`src/rtl/rd_latency_pipe.sv`:
```
// Read-latency alignment pipe for the S-memory checker.
// Carries {valid, addr} for each issued read so that it arrives at the
// compare stage in the same cycle as the memory's q for that address.
// Ports:
//   clk, reset_n          clock, asynchronous active-low reset
//   flush                 drop every in-flight entry (and the incoming one)
//   in_valid, in_addr     entry issued this cycle
//   out_valid, out_addr   entry whose read data is on q this cycle
module rd_latency_pipe #(
    parameter int DEPTH  = 1,
    parameter int ADDR_W = 8
) (
    input  logic              clk,
    input  logic              reset_n,
    input  logic              flush,
    input  logic              in_valid,
    input  logic [ADDR_W-1:0] in_addr,
    output logic              out_valid,
    output logic [ADDR_W-1:0] out_addr
);

    logic [DEPTH-1:0]  valid;
    logic [ADDR_W-1:0] addr [DEPTH];

    always_ff @(posedge clk or negedge reset_n) begin
        if (!reset_n) begin
            valid <= '0;
            for (int unsigned i = 0; i < DEPTH; i++) begin
                addr[i] <= '0;
            end
        end else begin
            valid[0] <= in_valid & ~flush;
            addr[0]  <= in_addr;
            for (int unsigned i = 1; i < DEPTH; i++) begin
                valid[i] <= valid[i-1] & ~flush;
                addr[i]  <= addr[i-1];
            end
        end
    end

    assign out_valid = valid[DEPTH-1];
    assign out_addr  = addr[DEPTH-1];

endmodule

```
`config.mk`:
```
export PLATFORM = sky130hd
export DESIGN_NAME = rd_latency_pipe
export DESIGN_NICKNAME = d
export VERILOG_FILES = /design/src/rtl/rd_latency_pipe.sv
export SDC_FILE = /design/constraint.sdc
export NUM_CORES = 1
export LEC_CHECK = 0
export ABC_AREA = 0
export BUFFER_PORTS_ARGS = -buffer_cell sky130_fd_sc_hd__buf_2
export CAP_MARGIN = 5
export CORE_AREA = 2 2 39 41
export DETAILED_ROUTE_END_ITERATION = 8
export DIE_AREA = 0 0 41 43
export GPL_TIMING_DRIVEN = 0
export SETUP_SLACK_MARGIN = 0.2
export SYNTH_ARGS = -nofsm -noshare
export SYNTH_HDL_FRONTEND = slang
export SYNTH_SLANG_ARGS = --single-unit
export TNS_END_PERCENT = 5
```
`constraint.sdc`:
```
create_clock -name clk -period 1.2 [get_ports clk]
set_input_delay 0.24 -clock clk [delete_from_list [all_inputs] [get_ports clk]]
set_output_delay 0.24 -clock clk [all_outputs]
set_load 0.05 [all_outputs]
```
==> metrics.cfg, run 1 <==
[die]
core_footprint_mm2=0.00138
initial_core_util=0.173
dieHeight_um=43
fp.dieArea_mm2=0.00176
row_count=14
ioPinCount=21
die_extent_in_x_um=41

[power_and_ir_drop]
p_int_uw=493
pwr-share-clk=0.325
sequentialPowerShare=0.493
comb_power_share=0.182
p_total_uw=664
worst_ir_drop_vdd_mv=0.682
switchingPower_uw=171
power.static_leakage_uw=0.000230
power-per-cell-area_mw_per_mm2=1470
power.share.switching=0.258

[timing]
hold_violations=0
maxClockFrequency_mhz=972
report.final.setup_viol=0
timing.max_slew.rel_slack=0.872
tightestPinTransition_ns=0.192
number_of_max_slew_violations_in_the_final_report=0
layout_worst_path_cycle_share=0.858
period_needed_ns=1.03
setup_total_negative_slack_ns=0
rsz0062_at_grt=yes

[detailed_routing]
wl_per_cell_um=10.2
routed-via-count=167
length_of_routed_met2_wiring_um=157
dr.max_layer_used=met4
final_antenna_net_count=0
detail_route.wirelength.met1_um=265
viasPerCell=3.27
drt_iter0_drc=2
first_pass_iters=2
wl_met3_um=92
routed_wirelength_um=521
number_of_drc_violations_after_detailed_routing=0

[logic_synthesis]
post_synth_inst_count=10
synth.yosys.seq_area_share=0.942
nets_in_the_synthesized_netlist=22
post_synth_main_area_contributors=sky130_fd_sc_hd__dfrtp_1 94%, sky130_fd_sc_hd__nor2b_4 5.8%
synthesis.yosys.warnings=0
post_synth.cell_area_avg_um2=23.9
syn-cell-area_um2=239
synth_top_area_cell=sky130_fd_sc_hd__dfrtp_1
post_synth_num_cell_types=2
count_of_state_elements_after_synthesis=9
synth_top_area_frac=0.942

[critical_path]
arrival_time_at_the_worst_endpoint_ns=0.79
critical_path_class=flip-flop to primary output
worstPathCellList=buf_6
critical-path-slowest-cell=sky130_fd_sc_hd__dfrtp_1
crit_family=flip-flops
critical_path.startpoint=out_addr[7]$_DFF_PN0_
timing.critical_path.slowest_cell_delay_ns=0.38
cp.required_ns=0.96
crit_path_end_kind=primary output
start_kind=flip-flop
worst-path-max-fanout=1
cp_num_buf_inv=1

[cells_and_area]
count_of_fill_cells_added_during_filler_insertion=137
final_net_count=48
post_route_cells_drive_above_1_share=0.686
final_design_area_no_fill_um2=452
antenna_cells_inserted=0
area_growth_syn_to_layout_pct=89.0

[worst_hold_path]
holdPathStages=1
hold_path.class=primary input to flip-flop
timing.hold.worst.start=in_addr[4]
worst_hold_path.endpoint=out_addr[4]$_DFF_PN0_

[clocking]
cts-root-buf=sky130_fd_sc_hd__clkbuf_4
cts_tree=built
cts_sinks=9
clock_tree.buffer_depth=2
post_cts_buffers=0
ctsHtreeMaxLevel=1
clk_transition_reported_paths_ns=0.05
numCtsBuffers=3

[status]
status=complete, no violations

[placement]
place.port_buffers=20
routabilityCongestion=0.688
placedInstanceArea_um2=359

[global_route]
grt_first_pass_wirelength_um=848
grt_antenna_before_repair=0
groute.usage.overall=0.0784
grt_overflow=0
grt_start_max_net_pins=10
via_count_of_the_first_global_routing_pass=205

[job]
max_cap_viol_count=0

==> cells in the final DEF (no fill, tap or decap) <==
master,instances
sky130_fd_sc_hd__clkbuf_4,3
sky130_fd_sc_hd__dlygate4sd3_1,1
sky130_fd_sc_hd__dfrtp_1,9
sky130_fd_sc_hd__buf_6,9
sky130_fd_sc_hd__nor2b_4,1
sky130_fd_sc_hd__buf_2,11
sky130_fd_sc_hd__clkbuf_1,1
==> layout make-up <==
type | instances | area, µm² | area share
Timing Repair Buffer | 21 | 166 | 0.368
Tap cell | 16 | 20.0 | 0.0443
Sequential cell | 9 | 225 | 0.499
Clock buffer | 4 | 26.3 | 0.0582
Multi-Input combinational cell | 1 | 13.8 | 0.0305
==> through the flow <==
stage | hold WS (ns) | utilization | setup slack [ns] | cells
after floorplan | -0.0556 | - | 0.374 | 10
after global placement | 0.0897 | 0.259 | 0.387 | 46
after detailed placement | 0.0937 | 0.259 | 0.386 | 46
after CTS | 0.0869 | 0.326 | 0.161 | 51
after global routing | 0.0831 | 0.326 | 0.143 | 51
final | 0.0964 | 0.326 | 0.171 | 51
==> how the worst max path moves through the flow <==
stage | endpoint | cells after the start
after floorplan | out_addr[0] | 0
after global placement | out_addr[1] | 1
after detailed placement | out_addr[7] | 1
after CTS | out_addr[7] | 1
after global routing | out_addr[3] | 1
final | out_addr[7] | 1
==> synth_stat cells <==
| cell | instances |
|---|---|
| sky130_fd_sc_hd__dfrtp_1 | 9 |
| sky130_fd_sc_hd__nor2b_4 | 1 |
==> repair_timing <==
action | 4_1_cts | 5_1_grt
setup endpoints to repair | 9 | 9
hold buffers | 1 | 0
resized for setup | 18 | 0
hold endpoints to repair | 9 | 0
==> cell families after synthesis <==
kind of cell	count (synthesis)	synth area share
flops	9	0.942
simple gates	1	0.0576
==> state kept, by name, summed over array words and instances, names as in the netlist <==
name	flops
out_addr	8
out_valid	1
==> power by group through the flow <==
stage                     Sequential [µW]  Combinational (µW)  Clock, µW
after global routing                  328                 128        243
after CTS                             327                 122        230
after global placement                329                99.9          0
after floorplan                       385                2.99          0
final                                 327                 121        216
after detailed placement              329                 101          0
==> metal layers <==
layer,GRT usage,vias up
li1,-,79
met1,0.101,65
met2,0.0875,21
met3,0.0524,2
met4,0.0600,0
met5,0,-
No activity file was read; power rests on OpenSTA's default activity.
==> run 2, diff against run 1 <==
==> constraint.sdc (replaced) <==
create_clock -name clk -period 1.2 [get_ports clk]
set_input_delay 0 -clock clk [delete_from_list [all_inputs] [get_ports clk]]
set_output_delay 0 -clock clk [all_outputs]
set_load 0.05 [all_outputs]
==> metrics.cfg, run 2 (synthesized netlist as in run 1, its figures left out) <==
[detailed_routing]
first_pass_iters=2  ; unchanged
routed-via-count=205  ; was 167
drt_iter0_drc=2  ; unchanged
routed_wirelength_um=611  ; was 521 µm
viasPerCell=3.36  ; was 3.27
wl_per_cell_um=10.0  ; was 10.2 µm
final_antenna_net_count=0  ; unchanged
number_of_drc_violations_after_detailed_routing=0  ; unchanged

[cells_and_area]
finalNonFillerCells=61  ; was 51
final_net_count=58  ; was 48
mostFrequentLayoutCell=sky130_fd_sc_hd__buf_2  ; unchanged
antenna_cells_inserted=0  ; unchanged
most_used_cells_in_the_layout_excluding_fill_and_tap_cells=20 x sky130_fd_sc_hd__buf_2, 11 x sky130_fd_sc_hd__dlygate4sd3_1, 9 x sky130_fd_sc_hd__dfrtp_1  ; was 11 x sky130_fd_sc_hd__buf_2, 9 x sky130_fd_sc_hd__dfrtp_1, 9 x sky130_fd_sc_hd__buf_6
largest_register_ffs=8  ; unchanged
area_growth_syn_to_layout_pct=107  ; was 89.0%
post_route_cells_drive_above_1_share=0.533  ; was 0.686

[clocking]
cts_tree=built  ; unchanged
cts_sinks=9  ; unchanged
ctsHtreeMaxLevel=1  ; unchanged
numCtsBuffers=3  ; unchanged
post_cts_resized=0  ; was 18
clock_tree.buffer_depth=2  ; unchanged
clk_transition_reported_paths_ns=0.05  ; about the same
cts-root-buf=sky130_fd_sc_hd__clkbuf_4  ; unchanged

[die]
dieHeight_um=43  ; unchanged
fp.dieArea_mm2=0.00176  ; unchanged
die_extent_in_x_um=41  ; unchanged
initial_core_util=0.173  ; unchanged
ioPinCount=21  ; unchanged
row_count=14  ; unchanged
core_footprint_mm2=0.00138  ; unchanged

[critical_path]
worst-path-max-fanout=1  ; unchanged
worstPathCellList=buf_2  ; was buf_6
crit_path_end_kind=primary output  ; unchanged
timing.critical_path.slowest_cell_delay_ns=0.34  ; was 0.38 ns
start_kind=flip-flop  ; unchanged
critical_path_class=flip-flop to primary output  ; unchanged
cp_num_buf_inv=1  ; unchanged
cp.required_ns=1.20  ; was 0.96 ns
critical-path-slowest-cell=sky130_fd_sc_hd__dfrtp_1  ; unchanged
crit_family=flip-flops  ; unchanged
arrival_time_at_the_worst_endpoint_ns=0.84  ; was 0.79 ns

[placement]
routabilityCongestion=0.688  ; unchanged
place.port_buffers=20  ; unchanged
dpl.cell_count=46  ; unchanged

[timing]
tightestPinTransition_ns=0.260  ; was 0.192 ns
hold_violations=0  ; unchanged
rsz0062_at_grt=no  ; was yes
setup_total_negative_slack_ns=0  ; unchanged
timing.max_slew.rel_slack=0.828  ; was 0.872
maxClockFrequency_mhz=1180  ; was 972 MHz
number_of_max_slew_violations_in_the_final_report=0  ; unchanged
period_needed_ns=0.844  ; was 1.03 ns
report.final.setup_viol=0  ; unchanged
layout_worst_path_cycle_share=0.703  ; was 0.858

[power_and_ir_drop]
worst_ir_drop_vdd_mv=0.691  ; was 0.682 mV
power-per-cell-area_mw_per_mm2=1340  ; was 1470 mW/mm²
power.static_leakage_uw=0.000254  ; was 0.000230 µW

[job]
max_cap_viol_count=0  ; unchanged

[global_route]
grt_antenna_before_repair=0  ; unchanged
grt_start_max_net_pins=10  ; unchanged
grt_overflow=0  ; unchanged
grt_first_pass_wirelength_um=952  ; was 848 µm
via_count_of_the_first_global_routing_pass=237  ; was 205
groute.usage.overall=0.0876  ; was 0.0784

[status]
status=complete, no violations  ; unchanged

[worst_hold_path]
hold_path.class=primary input to asynchronous set/reset pin  ; was primary input to flip-flop

run 2: how the worst max path moves through the flow:
stage | start | endpoint | slack, ns | cells after the start
CTS | out_addr[7]$_DFF_PN0_ | out_addr[7] | 0.35 | 1
finish | out_addr[7]$_DFF_PN0_ | out_addr[7] | 0.36 | 1
floorplan | out_addr[0]$_DFF_PN0_ | out_addr[0] | 0.61 | 0
global placement | out_addr[1]$_DFF_PN0_ | out_addr[1] | 0.63 | 1
detailed placement | out_addr[7]$_DFF_PN0_ | out_addr[7] | 0.63 | 1
global route | out_addr[7]$_DFF_PN0_ | out_addr[7] | 0.32 | 1
run 2: timing repair:
item                      CTS  global route
hold buffers               11             0
setup buffers               0             0
hold endpoints to repair   18             0
run 2: stage by stage:
step / total power (µW) / utilization / setup slack [ns] / hold WS [ns] / instance area [µm²]
6_report: 666 / 0.358 / 0.356 / 0.121 / 495
4_1_cts: 680 / 0.358 / 0.349 / 0.119 / 495
5_1_grt: 702 / 0.358 / 0.315 / 0.141 / 495
3_5_place_dp: 429 / 0.259 / 0.626 / -0.146 / 359
3_3_place_gp: 429 / 0.259 / 0.627 / -0.150 / 359
2_1_floorplan: 388 / - / 0.614 / -0.296 / 239
run 2: area by class of cell:
cell class | instances | area, µm²
clock buffer | 4 | 26.3
tap | 16 | 20.0
multi-input combinational | 1 | 13.8
timing repair buffer | 31 | 210
sequential | 9 | 225
fill | 129 | 888
run 2: power breakdown:
group | internal [µW] | total (µW) | switching, µW
registers | 319 | 323 | 4.07
clock network | 127 | 216 | 88.6
logic | 48.9 | 127 | 78.4
run 2: routing by layer:
metal	vias to the layer above	global-route usage	wire (µm)
li1	99	-	-
met1	83	0.0976	269
met2	21	0.122	237
met3	2	0.0471	98
met4	0	0.0600	5
met5	-	0	0
==> run 3, diff against run 2 <==
- clock period: 1.2 -> 0.8 ns (I/O delays scaled with it)
==> metrics.cfg, run 3 (synthesized netlist as in run 1, its figures left out) <==
[placement]
routabilityCongestion=0.688  ; unchanged
dpl.cell_count=46  ; unchanged
detailedPlace.worstSlack_ns=0.226  ; was 0.626 ns
place.port_buffers=20  ; unchanged

[clocking]
hold_buffers=10  ; was 11
cts_sinks=9  ; unchanged
numCtsBuffers=3  ; unchanged
cts-root-buf=sky130_fd_sc_hd__clkbuf_4  ; unchanged
clk_transition_reported_paths_ns=0.05  ; about the same
clock_tree.buffer_depth=2  ; unchanged
ctsHtreeMaxLevel=1  ; unchanged
cts_tree=built  ; unchanged

[detailed_routing]
drt_iter0_drc=2  ; unchanged
first_pass_iters=2  ; unchanged
number_of_drc_violations_after_detailed_routing=0  ; unchanged
routed_wirelength_um=591  ; was 611 µm
final_antenna_net_count=0  ; unchanged
routed-via-count=205  ; unchanged
wl_per_cell_um=9.85  ; was 10.0 µm
viasPerCell=3.42  ; was 3.36

[timing]
rsz0062_at_grt=yes  ; was no
period_needed_ns=0.789
hold_violations=1  ; was 0
report.final.setup_viol=0  ; unchanged
timing.max_slew.rel_slack=0.872  ; was 0.828
tightestPinTransition_ns=0.192  ; was 0.260 ns
timing.hold.ws_ns=-0.0219  ; was 0.121 ns
layout_worst_path_cycle_share=0.986
number_of_max_slew_violations_in_the_final_report=0  ; unchanged
worst_slack_ns=0.0112  ; was 0.356 ns
maxClockFrequency_mhz=1270

[power_and_ir_drop]
power.static_leakage_uw=0.000268  ; was 0.000254 µW
power-per-cell-area_mw_per_mm2=1900  ; was 1340 mW/mm²
worst_ir_drop_vdd_mv=1.04  ; was 0.691 mV

[global_route]
grt_start_max_net_pins=10  ; unchanged
grt_first_pass_wirelength_um=986  ; was 952 µm
via_count_of_the_first_global_routing_pass=252  ; was 237
grt_overflow=0  ; unchanged
groute.usage.overall=0.0896  ; was 0.0876
grt_antenna_before_repair=0  ; unchanged

[critical_path]
worst-path-max-fanout=1  ; unchanged
worstPathCellList=buf_6  ; was buf_2
crit_path_end_kind=primary output  ; unchanged
cp_num_buf_inv=1  ; unchanged
cp.required_ns=0.80  ; was 1.20 ns
arrival_time_at_the_worst_endpoint_ns=0.79  ; was 0.84 ns
critical-path-slowest-cell=sky130_fd_sc_hd__dfrtp_1  ; unchanged
timing.critical_path.slowest_cell_delay_ns=0.38  ; was 0.34 ns
critical_path_class=flip-flop to primary output  ; unchanged
start_kind=flip-flop  ; unchanged
crit_family=flip-flops  ; unchanged

[cells_and_area]
most_used_cells_in_the_layout_excluding_fill_and_tap_cells=11 x sky130_fd_sc_hd__buf_2, 10 x sky130_fd_sc_hd__dlygate4sd3_1, 9 x sky130_fd_sc_hd__dfrtp_1, 9 x sky130_fd_sc_hd__buf_6, 3 x sky130_fd_sc_hd__clkbuf_4  ; was 20 x sky130_fd_sc_hd__buf_2, 11 x sky130_fd_sc_hd__dlygate4sd3_1, 9 x sky130_fd_sc_hd__dfrtp_1
antenna_cells_inserted=0  ; unchanged
largest_register_ffs=8  ; unchanged
count_of_fill_cells_added_during_filler_insertion=129  ; unchanged
mostFrequentLayoutCell=sky130_fd_sc_hd__buf_2  ; unchanged
area_growth_syn_to_layout_pct=127  ; was 107%
final_net_count=57  ; was 58
finalNonFillerCells=60  ; was 61
post_route_cells_drive_above_1_share=0.545  ; was 0.533

[die]
fp.dieArea_mm2=0.00176  ; unchanged
ioPinCount=21  ; unchanged
row_count=14  ; unchanged
die_extent_in_x_um=41  ; unchanged
dieHeight_um=43  ; unchanged
initial_core_util=0.173  ; unchanged
core_footprint_mm2=0.00138  ; unchanged

[worst_hold_path]
hold_path.class=primary input to flip-flop  ; was primary input to asynchronous set/reset pin

[status]
failed_checks=hold timing
status=complete, but fails checks  ; was complete, no violations

[job]
max_cap_viol_count=0  ; unchanged

[run 3: path summary, 6_finish.rpt]
check | slack, ns | cells past startpoint | endpoint | start
setup / recovery | 0.01 | 1 | out_addr[7] | out_addr[7]$_DFF_PN0_
hold / removal | -0.02 | 2 | out_valid$_DFF_PN0_ | in_valid
max in group asynchronous | 0.49 | 2 | out_addr[4]$_DFF_PN0_ | reset_n
min in group asynchronous | 0.14 | 2 | out_addr[5]$_DFF_PN0_ | reset_n
[run 3: power breakdown]
group          switching, µW  total (µW)  internal [µW]
Combinational            116         215           98.6
Sequential              12.0         491            479
Clock                    133         323            191
[run 3: stage by stage]
| stage | setup TNS [ns] | util | power (µW) | cell area (µm²) | hold WS [ns] |
|---|---|---|---|---|---|
| 5_1_grt | -0.0583 | 0.392 | 1090 | 542 | -0.0233 |
| 2_1_floorplan | 0 | - | 582 | 239 | -0.296 |
| 3_5_place_dp | 0 | 0.259 | 644 | 359 | -0.146 |
| 4_1_cts | 0 | 0.392 | 1050 | 542 | -0.0328 |
| 6_report | 0 | 0.392 | 1030 | 542 | -0.0219 |
| 3_3_place_gp | 0 | 0.259 | 643 | 359 | -0.150 |
[run 3: what timing repair did]
action / CTS / global route
setup endpoints to repair: 9 / 9
buffers inserted: 0 / 0
gates resized for setup: 18 / 0
hold endpoints to repair: 18 / 1
[run 3: final cells by class]
class / instances / area, µm² / share of cell area
clock buffer: 4 / 26.3 / 0.0485
tap: 16 / 20.0 / 0.0370
multi-input combinational: 1 / 13.8 / 0.0254
timing repair buffer: 30 / 256 / 0.473
sequential: 9 / 225 / 0.416
[run 3: layer usage]
metal / track usage / wire (µm) / vias up
li1: - / - / 97
met1: 0.101 / 267 / 85
met2: 0.125 / 238 / 21
met3: 0.0471 / 79 / 2
met4: 0.0600 / 5 / 0
met5: 0 / 0 / -
